File: config.mk
export PLATFORM = sky130hd
export DESIGN_NAME = pc_update_ctrl
export DESIGN_NICKNAME = d
export VERILOG_FILES = /design/src/rtl/pc_update_ctrl.sv
export SDC_FILE = /design/constraint.sdc
export NUM_CORES = 1
export LEC_CHECK = 0
export CORE_AREA = 3 3 72 74
export DETAILED_ROUTE_END_ITERATION = 10
export DIE_AREA = 0 0 75 77
export GPL_ROUTABILITY_DRIVEN = 0
export HOLD_SLACK_MARGIN = 0.08
export MAX_ROUTING_LAYER = met4
export PLACE_DENSITY = 0.82
export RECOVER_POWER = 25
export SYNTH_ARGS = -nofsm -noshare
export SYNTH_HDL_FRONTEND = slang
export SYNTH_SLANG_ARGS = --single-unit
File: constraint.sdc
create_clock -name clk -period 1.8 [get_ports clk]
set_clock_uncertainty 0.2 [all_clocks]
set_input_delay 0.18 -clock clk [delete_from_list [all_inputs] [get_ports clk]]
set_output_delay 0.18 -clock clk [all_outputs]
set_load 0.02 [all_outputs]
File: src/rtl/pc_update_ctrl.sv
// PC update sequencer for the multicycle CPU: owns the PC register and the
// next-PC mux select, and issues pc_write/epc_write strobes per request.
module pc_update_ctrl #(
  parameter logic [31:0] RESET_PC = 32'h0000_0000,
  parameter int unsigned MEM_LAT  = 2
) (
  input  logic        clk,
  input  logic        reset,
  input  logic        start,
  input  logic [2:0]  kind,
  input  logic        zero,
  input  logic [31:0] pc_next,
  output logic [2:0]  pc_source,
  output logic        pc_write,
  output logic        epc_write,
  output logic [31:0] pc,
  output logic        busy,
  output logic        done,
  output logic        align_err
);

  typedef enum logic [2:0] {
    ST_IDLE     = 3'd0,
    ST_EVAL     = 3'd1,
    ST_EXC_WAIT = 3'd2,
    ST_WRITE    = 3'd3,
    ST_DONE     = 3'd4
  } state_t;

  localparam logic [2:0] KIND_SEQ  = 3'd0;
  localparam logic [2:0] KIND_BEQ  = 3'd1;
  localparam logic [2:0] KIND_BNE  = 3'd2;
  localparam logic [2:0] KIND_JUMP = 3'd3;
  localparam logic [2:0] KIND_RTE  = 3'd4;

  localparam logic [2:0] SRC_PC4    = 3'd0;
  localparam logic [2:0] SRC_BRANCH = 3'd1;
  localparam logic [2:0] SRC_JUMP   = 3'd2;
  localparam logic [2:0] SRC_EPC    = 3'd3;
  localparam logic [2:0] SRC_EXCVEC = 3'd4;

  localparam logic [3:0] LAT_LOAD = 4'(MEM_LAT);

  // EXC and the reserved encodings all take the exception path
  function automatic logic is_exc_kind(input logic [2:0] k);
    return (k >= 3'd5);
  endfunction

  function automatic logic is_busy_state(input state_t s);
    return (s == ST_EVAL) || (s == ST_EXC_WAIT) || (s == ST_WRITE);
  endfunction

  state_t      state_r, state_s;
  logic [2:0]  kind_r, kind_s;
  logic [3:0]  cnt_r, cnt_s;
  logic [2:0]  src_r, src_s;
  logic        epc_s;
  logic [31:0] pc_r;
  logic        pc_write_r;
  logic        epc_write_r;
  logic        busy_r;
  logic        done_r;

  assign pc_source = src_r;
  assign pc_write  = pc_write_r;
  assign epc_write = epc_write_r;
  assign pc        = pc_r;
  assign busy      = busy_r;
  assign done      = done_r;
  // pc_next only settles during WRITE, so the misalignment flag follows it combinationally
  assign align_err = pc_write_r & (pc_next[1:0] != 2'b00);

  // Next-state, mux select and strobe decode
  always_comb begin
    state_s = state_r;
    kind_s  = kind_r;
    cnt_s   = cnt_r;
    src_s   = src_r;
    epc_s   = 1'b0;
    case (state_r)
      ST_IDLE, ST_DONE: begin
        if (start) begin
          state_s = ST_EVAL;
          kind_s  = kind;
          epc_s   = is_exc_kind(kind);
        end else begin
          state_s = ST_IDLE;
        end
      end
      ST_EVAL: begin
        case (kind_r)
          KIND_SEQ: begin
            src_s   = SRC_PC4;
            state_s = ST_WRITE;
          end
          KIND_BEQ, KIND_BNE: begin
            if (zero ^ (kind_r == KIND_BNE)) begin
              src_s   = SRC_BRANCH;
              state_s = ST_WRITE;
            end else begin
              src_s   = SRC_PC4;
              state_s = ST_DONE;
            end
          end
          KIND_JUMP: begin
            src_s   = SRC_JUMP;
            state_s = ST_WRITE;
          end
          KIND_RTE: begin
            src_s   = SRC_EPC;
            state_s = ST_WRITE;
          end
          default: begin
            src_s   = SRC_EXCVEC;
            cnt_s   = LAT_LOAD;
            state_s = ST_EXC_WAIT;
          end
        endcase
      end
      ST_EXC_WAIT: begin
        if (cnt_r <= 4'd1) begin
          cnt_s   = 4'd0;
          state_s = ST_WRITE;
        end else begin
          cnt_s   = cnt_r - 4'd1;
        end
      end
      ST_WRITE: begin
        state_s = ST_DONE;
      end
      default: begin
        state_s = ST_IDLE;
      end
    endcase
  end

  // State register and registered control outputs
  always_ff @(posedge clk) begin
    if (reset) begin
      state_r     <= ST_IDLE;
      kind_r      <= 3'd0;
      cnt_r       <= 4'd0;
      src_r       <= SRC_PC4;
      pc_write_r  <= 1'b0;
      epc_write_r <= 1'b0;
      busy_r      <= 1'b0;
      done_r      <= 1'b0;
    end else begin
      state_r     <= state_s;
      kind_r      <= kind_s;
      cnt_r       <= cnt_s;
      src_r       <= src_s;
      pc_write_r  <= (state_s == ST_WRITE);
      epc_write_r <= epc_s;
      busy_r      <= is_busy_state(state_s);
      done_r      <= (state_s == ST_DONE);
    end
  end

  // PC register, loaded word-aligned at the end of the WRITE cycle
  always_ff @(posedge clk) begin
    if (reset) begin
      pc_r <= RESET_PC;
    end else if (state_r == ST_WRITE) begin
      pc_r <= {pc_next[31:2], 2'b00};
    end else begin
      pc_r <= pc_r;
    end
  end

endmodule

==> Word level (Yosys, flattened, before mapping) <==
Cells that the tools add are included.
Widths: inputs -> output; s select.
{ "word_totals": {"reg_bits": 47, "input_bits": 39, "output_inout_bits": 40, "wordCells": 52} }
{ "op_classes": {"addsub": 1, "order_cmp": 2, "eq_ne": 13, "muxes": 10, "bitwise_logic": 4, "reduce_logical": 13} }
{ "op_table": {"columns": ["cell", "n"], "rows": [
  ["$pmux 3 s4", 2],
  ["$eq 3x2->1 const B", 6],
  ["$eq 3x1->1 const B", 3],
  ["$eq 3x3->1 const B", 3],
  ["$mux 4", 2],
  ["$pmux 4 s2", 1],
  ["$logic_not 3->1", 2],
  ["$mux 3", 2],
  ["$pmux 3 s2", 1],
  ["$reduce_or 3->1", 2],
  ["$reduce_or 5->1", 1],
  ["$le 4x1->1 const B", 1],
  ["$reduce_and 2->1", 2],
  ["$reduce_bool 2->1", 2],
  ["$reduce_or 2->1", 2],
  ["$sub 4x1->4 const B", 1],
  ["$ge 3x3->1 const B", 1],
  ["$logic_or 1x1->1", 2],
  ["$mux 1", 2],
  ["$ne 2x2->1 const B", 1],
  ["$not 1->1", 2],
  ["$and 1x1->1", 1],
  ["$xor 1x1->1", 1]
]} }

==> Logic depth before layout (Yosys ltp) <==
Gate-level depths: netlist of the first run.
{ "depth": {"word_depth": 8, "mapped_depth": 6, "ltp_nobuf": 6} }

==> Worst setup path before layout of the first run <==
Ideal clock, no wire load.
{ "synth_path": {"kind": "reg2reg", "from": "reg kind_r[1]", "to": "reg busy_r, in the netlist busy", "setup_time_ns": 0.140, "t_arrival_ns": 1.319, "required_ns": 1.460, "slack_ns": 0.140, "path_stages_with_launch": 6, "n_path_buf": 1, "synth_period_minus_slack_ns": 1.660, "cell_sequence": "dfxtp_1 > buf_6 > or3b_1 > a21o_4 > a221oi_2 > nor3_1"} }
{ "synth_via": {"elab_chain_len": 8, "word_cells_on_any_way": 16, "cone_classes": "eq/ne: 7; mux: 3; bitwise: 1; reduce/logical: 5"} }
{ "synth_rtl": {"columns": ["item", "line_no", "rtl"], "rows": [
  ["from (decl)", "54", "logic [2:0] kind_r, kind_s;"],
  ["from (signal assigned)", "150", "kind_r <= kind_s;"],
  ["$eq 3x2->1", "91, 97", null],
  ["$xor 1x1->1", "97", "if (zero ^ (kind_r == KIND_BNE)) begin"],
  ["$mux 3", "97", null],
  ["$pmux 3 s2 *", "91", "case (kind_r)"],
  ["$pmux 3 s4 *", "80", "case (state_r)"],
  ["$eq 3x1->1 / $eq 3x2->1 (equally long branches)", "50", "return (s == ST_EVAL) || (s == ST_EXC_WAIT) || (s == ST_WRITE);"],
  ["$logic_or 1x1->1", "50", null],
  ["$logic_or 1x1->1 *", "50", null],
  ["to (signal assigned)", "155", "busy_r <= is_busy_state(state_s);"],
  ["to (decl)", "61", "logic busy_r;"]
]} }
Mark *: on every way between the ends. The rest lies on a longest branch, timed or not.
A chain may end at the register's enable or synchronous reset.

==> Worst setup path after layout of the first run <==
{ "layout_path": {"from": "reg state_r[0]", "to": "reg pc_write_r, in the netlist pc_write"} }
{ "layout_via": {"elab_chain_len": 4, "word_cells_on_any_way": 9, "cone_classes": "eq/ne: 5; mux: 2; reduce/logical: 2"} }
{ "layout_rtl": {"columns": ["item", "line_no", "rtl"], "rows": [
  ["from (decl)", "53", "state_t state_r, state_s;"],
  ["from (signal assigned)", "149", "state_r <= state_s;"],
  ["$eq 3x3->1 / $logic_not 3->1 (equally long branches)", "80", null],
  ["$reduce_or 2->1", "80", null],
  ["$pmux 3 s4 *", "80", null],
  ["$eq 3x2->1 *", "153", "pc_write_r <= (state_s == ST_WRITE);"],
  ["to (signal assigned)", "153", null],
  ["to (decl)", "59", "logic pc_write_r;"]
]} }
Marked as above.

==> metrics.txt, run 1 <==
status=completed; Die Y=77 um; cell internal pwr=roughly 1800 uW; Sw Share=0.288; grt ovf=0; Worst-path clk slew=0.09 ns; Synth async-reset ratio=0; Combinational Power Share=0.257; sequential share of the synthesized area=0.483; chip width=between 70 and 80 um; TritonCTS clock tree=built; Sequential Power Share=0.452; number of antenna diodes=0; Synth Area in Adders=0.0129; final wirelength=around 4700 um; DRT Pass-1 Iters=4; Yosys Warn Count=0; largest net degree at the start of global routing=33; flops & latches, synth=47; DRC=0; hpwl dp=around 3300 um; CP endpoint kind=flop; initial antenna violation count=0; number of global-route vias before repair=between 1.5k and 2k; worst-path cell chain=inv_2, and3_1, a311oi_1, a2111oi_2; mux cell area share after synthesis=0.0206; Max VDD drop=roughly 700 uV; WL/cell=12.9 um; CP peak stage delay=just under 0.5 ns; fin crit period=around 1.7 ns; Rel. slew slack=0.519; Slew Viols, Final=0; pin slew with the least headroom to its limit=0.722 ns; Filler Cell Count=slightly above 400; Placeable Area=roughly 4700 um2; Initial Utilization=0.418; CP startpoint kind=flop; IO Pins=~80; PortBufs=76; Clock Sink Count=between 40 and 50; WP data required=1.75 ns; DRT iter0 DRCs=78; largest family of logic cells by synthesized area=simple AND/OR/NAND/NOR gates; TritonCTS Buffers=5; Worst Path Class, Setup=flop to flop; pwr dens=between 800 and 900 nW/um2; Setup violations, final=0; Switch Pwr=around 750 uW; leak pwr=0.00103 uW; CTS max path bufs=2; top_reg_cell synth=dfxtp_1; Tot Pwr=about 2600 uW; total track usage=0.175; maxcap violations=0; global-route wire length before repair=approximately 7800 um; setup TNS=0 ns; synthesized cell area=~2000 um2; post-synthesis xor/xnor area fraction=0; compound-cell area share of the yosys netlist=0.192; FF/Latch Area=943 um2; DRT antenna net count=0; Die ar.=between 5000 and 6000 um2; vias=between 1.5k and 2k; Clk Latency, worst-skew pair=roughly 0.29 ns; final core occ=0.621; cell chosen for the clock root=clkbuf_8; Synth Area in Simple Gates=0.232; FP Rows=25; fin crit share=0.945; CP arrival=1.65 ns; multi-input logic area=912 um2; hold_buf cts=0; Fin. Hold Viols=0; Hold/Removal Path Class=input port to flop; layout cells sized above 1=0.107; Fmax=588 MHz; Mapped Cells=228; area grow syn2layout=48.8%; NumNets Final=~350; clock share of power=0.291; syn avg cell area=8.54 um2; post-synth cell types=40; Slowest-stage cell, CP=dfxtp_1; EDFF count, synth=0; vias per cell=roughly 5; crit-path max FO=6; H-tree depth=2
==> area by class of cell <==
type	instances	share of cell area
Sequential cell	47	0.326
Multi-Input combinational cell	160	0.315
Timing Repair Buffer	88	0.293
Clock buffer	5	0.0238
Tap cell	54	0.0233
Clock inverter	2	0.0130
Inverter	5	0.00648
==> registers in the layout, summed over array words and instances (netlist names) <==
signal,cells
cnt_r,4
kind_r,3
pc_source,3
busy,1
epc_write,1
done,1
pc,30
pc_write,1
state_r,3
==> what timing repair did <==
item | in CTS | in global routing
gates resized for setup | 0 | 5
buffers inserted | 0 | 0
setup endpoints to repair | 0 | 5
==> cells by family (layout without fill, tap and decap cells) <==
logic type	count (synthesis)	after routing
adders and majority gates	2	2
AOI/OAI and AO/OA	53	53
muxes	4	4
other	1	2
DFF	47	47
buffers and inverters	22	100
and+or+nand+nor	99	99
==> worst max-delay path, delay by kind of cell, from the launching register on <==
kind                   cells  cell delay, ns
AO/OA/AOI/OAI              2            0.43
buffers and inverters      1            0.16
flip-flops                 1            0.49
AND/OR/NAND/NOR            1            0.28
==> power by group through the flow <==
stage                     combinational [uW]  sequential [uW]  clock, uW
after floorplan                          331             1250          0
after global placement                   670             1190          0
after detailed placement                 678             1200          0
after CTS                                683             1170        781
after global routing                     731             1190        827
final                                    666             1170        756
==> through the flow <==
| stage | instance area (um2) | std cells | hold slack (ns) | setup slack [ns] |
|---|---|---|---|---|
| floorplan | 1950 | 229 | 0.116 | 0.140 |
| global placement | 2790 | 354 | 0.241 | -0.103 |
| detailed placement | 2790 | 354 | 0.245 | -0.139 |
| CTS | 2900 | 361 | 0.214 | 0.0272 |
| global route | 2900 | 361 | 0.225 | -0.00703 |
| finish | 2900 | 361 | 0.224 | 0.0982 |
==> synthesized netlist by cell type, drive strengths merged, types with 2 or more instances <==
| cell | number | share of area |
|---|---|---|
| inv | 5 | 0.0096 |
| nand3b | 3 | 0.012 |
| clkbuf | 9 | 0.018 |
| o21ai | 3 | 0.0077 |
| o21a | 3 | 0.012 |
| mux2i | 4 | 0.021 |
| nand2 | 64 | 0.12 |
| a31oi | 2 | 0.0064 |
| a21oi | 32 | 0.082 |
| buf | 8 | 0.030 |
| dfxtp | 47 | 0.48 |
| a2111oi | 3 | 0.036 |
| a211oi | 2 | 0.0077 |
| nor3 | 3 | 0.0077 |
| a21o | 2 | 0.012 |
| nand3 | 3 | 0.0077 |
| nor2b | 2 | 0.0064 |
| nor2 | 14 | 0.027 |
| nor3b | 2 | 0.016 |
| nand2b | 2 | 0.0064 |
| a311oi | 2 | 0.0090 |
| ha | 2 | 0.013 |
==> layer usage <==
| metal | up-vias | share of wire | global-route usage |
|---|---|---|---|
| li1 | 916 | - | - |
| met1 | 833 | 0.43 | 0.205 |
| met2 | 50 | 0.49 | 0.286 |
| met3 | 6 | 0.064 | 0.0590 |
| met4 | 0 | 0.0096 | 0.0374 |
| met5 | - | 0 | - |
==> worst paths after layout <==
check,from,endpoint,slack (ns),cells past startpoint
setup / recovery,state_r[0],pc_write,0.1,4
hold / removal,pc_next[28],pc[28],0.22,3
setup reg to reg,state_r[0],pc_write,0.1,4
hold reg to reg,pc[19],pc[19],0.25,2
==> cells in the final DEF, fill, tap and decap left out, types with 2 or more instances in the layout <==
cell / n
nand2_1: 64
clkdlybuf4s50_1: 61
dfxtp_1: 45
a21oi_1: 32
nor2_1: 13
dlygate4sd3_1: 13
buf_4: 10
clkbuf_8: 5
inv_1: 4
mux2i_1: 4
o21a_1: 3
nand3b_1: 3
nand3_1: 3
o21ai_0: 3
nor2b_1: 2
a2111oi_4: 2
a31oi_1: 2
a311oi_1: 2
nor3_1: 2
a211oi_1: 2
nand2b_1: 2
ha_1: 2
conb_1: 2
dfxtp_2: 2
clkbuf_1: 2
Note: power is estimated with default switching activity, not from simulation.
==> run 2: changes to the inputs <==
--- a/config.mk
+++ b/config.mk
@@ -5,10 +5,11 @@
 export SDC_FILE = /design/constraint.sdc
 export NUM_CORES = 1
 export LEC_CHECK = 0
-export CORE_AREA = 3 3 72 74
+export CORE_AREA = 2 2 71 73
 export DETAILED_ROUTE_END_ITERATION = 10
-export DIE_AREA = 0 0 75 77
+export DIE_AREA = 0 0 73 75
 export GPL_ROUTABILITY_DRIVEN = 0
+export GPL_TIMING_DRIVEN = 0
 export HOLD_SLACK_MARGIN = 0.08
 export MAX_ROUTING_LAYER = met4
 export PLACE_DENSITY = 0.82
==> run 2 against run 1 <==
  * The flow now finishes with violations (setup timing)
  * Setup slack worse by 0.11 ns
  * Flip-flop and latch count stayed put
  * Highest routed layer unchanged
  * Largest cell class unchanged
  * Hold slack hardly changed
  * First-iteration DRC count is 71% higher
  * Routed wire length is 4.0% higher
==> metrics.txt, run 2 (synthesis gave the netlist of run 1 again) <==
status=complete, but fails checks; failing checks=setup timing; Slew Viols, Final=0 (unchanged); pwr dens=850 nW/um2 (-5.1%); Worst-path clk slew=0.09 ns (about the same); CP startpoint kind=flop; RSZ-0062 raised after global routing=yes; post-route cell area=2970 um2 (+2.6%); fin crit period=1.81 ns (+0.107 ns); IO Pins=79 (unchanged); Die Y=75 um (-2.6%); vias=1841 (+2.0%); global-route wire length before repair=7620 um (-2.3%); Hold/Removal Path Class=input port to flop; Initial Utilization=0.418 (unchanged); WL/cell=13.0 um (+0.89%); multi-input logic area=941 um2 (+3.2%); layout cells sized above 1=0.132 (+0.0246); worst-path cell chain=clkinvlp_4, and3_1, clkbuf_2, a311oi_2, a2111oi_2; Fmax=553 MHz (-5.9%); fin crit share=1.01 (+0.0596); Fin. Hold Viols=0 (unchanged); CP peak stage delay=0.42 ns (-0.07 ns); leak pwr=0.00102 uW (-1.3%); Die ar.=5480 um2 (-5.2%); grt ovf=0 (unchanged); FP Rows=25 (unchanged); Clock Sink Count=47 (unchanged); pin slew with the least headroom to its limit=0.665 ns (-0.0566 ns); H-tree depth=2 (unchanged); Clk Latency, worst-skew pair=0.30 ns (about the same); commonest non-fill, non-tap cell in the layout=clkdlybuf4s50_1; PortBufs=75 (-1.3%); Placeable Area=4660 um2 (unchanged); crit-path max FO=6 (unchanged); hpwl dp=3320 um (+0.87%); WP data required=1.76 ns (about the same); cell chosen for the clock root=clkbuf_8; Slowest-stage cell, CP=dfxtp_4; number of global-route vias before repair=1757 (+0.86%); number of antenna diodes=0 (unchanged); Filler Cell Count=401 (-2.0%); CTS max path bufs=2 (unchanged); non-filler cells, final=372 (+3.0%); final wirelength=4850 um (+4.0%); NumNets Final=359 (+3.2%); max reg flops=30 (unchanged); CP endpoint kind=flop; setup TNS=-0.00904 ns (-0.00904 ns); Setup violations, final=1 (+1); DP Area=2770 um2 (-0.72%); CP arrival=1.77 ns (+0.12 ns); vias per cell=4.95 (-1.0%); commonest non-fill, non-tap cells in the layout=clkdlybuf4s50_1, nand2_1, dfxtp_1, a21oi_1, nor2_1; largest net degree at the start of global routing=15 (-55%); setup slack after layout=-0.00904 ns (-0.107 ns); TritonCTS Buffers=5 (unchanged); total track usage=0.182 (+0.00758); DRT iter0 DRCs=133 (+71%); DRT Pass-1 Iters=4 (unchanged); Max VDD drop=599 uV (-16%); FF/Latch Area=947 um2 (+0.40%); DRC=0 (unchanged); TritonCTS clock tree=built; DP Cell Count=358 (+1.1%); initial antenna violation count=0 (unchanged); DRT antenna net count=0 (unchanged); chip width=73 um (-2.7%); Rel. slew slack=0.556 (+0.0377); area grow syn2layout=52.7%; maxcap violations=0 (unchanged); Worst Path Class, Setup=flop to flop
[run 2: cell types whose count changed in the layout (fill, tap and decap cells not counted), sizes merged]
cell,previous run,this run
bufinv,1,0
clkbuf,7,15
clkdlybuf4s50,61,74
inv,5,4
clkinv,0,2
buf,12,14
dlygate4sd3,13,1
[run 2: power by group]
part           internal (uW)  switching [uW]
combinational            364             365
sequential              1120            60.5
clock                    266             349
[run 2: layout make-up]
type,instances,area share
plain buffers,17,0.0337
clock buffers,5,0.0231
clock inverters,2,0.00463
inverters,5,0.00758
multi-input cells,160,0.316
flip-flops and latches,47,0.319
well taps,54,0.0227
repair buffers,82,0.273
[run 2: critical path: cells and delay by family (launching register included)]
kind / cells / cell delay (ns)
AOI/OAI and AO/OA: 2 / 0.50
buffers and inverters: 2 / 0.36
DFF: 1 / 0.42
and+or+nand+nor: 1 / 0.19
[run 2: worst paths after layout]
kind | startpoint | end | slack [ns] | cells past startpoint
worst max-delay path | state_r[1] | pc_write | -0.009 | 5
worst min-delay path | pc_next[31] | pc[31] | 0.22 | 3
worst max register to register | state_r[1] | pc_write | -0.009 | 5
worst min register to register | pc[22] | pc[22] | 0.26 | 2
[run 2: stage by stage]
stage               hold slack, ns  total power, uW   util  setup slack, ns
global placement             0.241             1840  0.594           -0.178
global route                 0.223             2660  0.638          -0.0853
floorplan                    0.116             1590      -            0.140
finish                       0.224             2530  0.638         -0.00904
CTS                          0.213             2460  0.615         0.000655
detailed placement           0.245             1850  0.594           -0.198
[run 2: routing by layer]
layer,wire length (um),vias to the layer above,GRT usage
met5,0,-,-
met4,41,0,0.0473
met3,245,5,0.0509
met2,2390,54,0.295
met1,2180,844,0.224
li1,-,938,-
[run 2: repair_timing]
| item | 4_1_cts | 5_1_grt |
|---|---|---|
| endpoints found under the setup margin | 1 | 37 |
| buffers inserted | 0 | 6 |
| hold buffers | 1 | 0 |
| endpoints found under the hold margin | 2 | 0 |
| pin swaps | 0 | 3 |
| gates resized for setup | 1 | 19 |
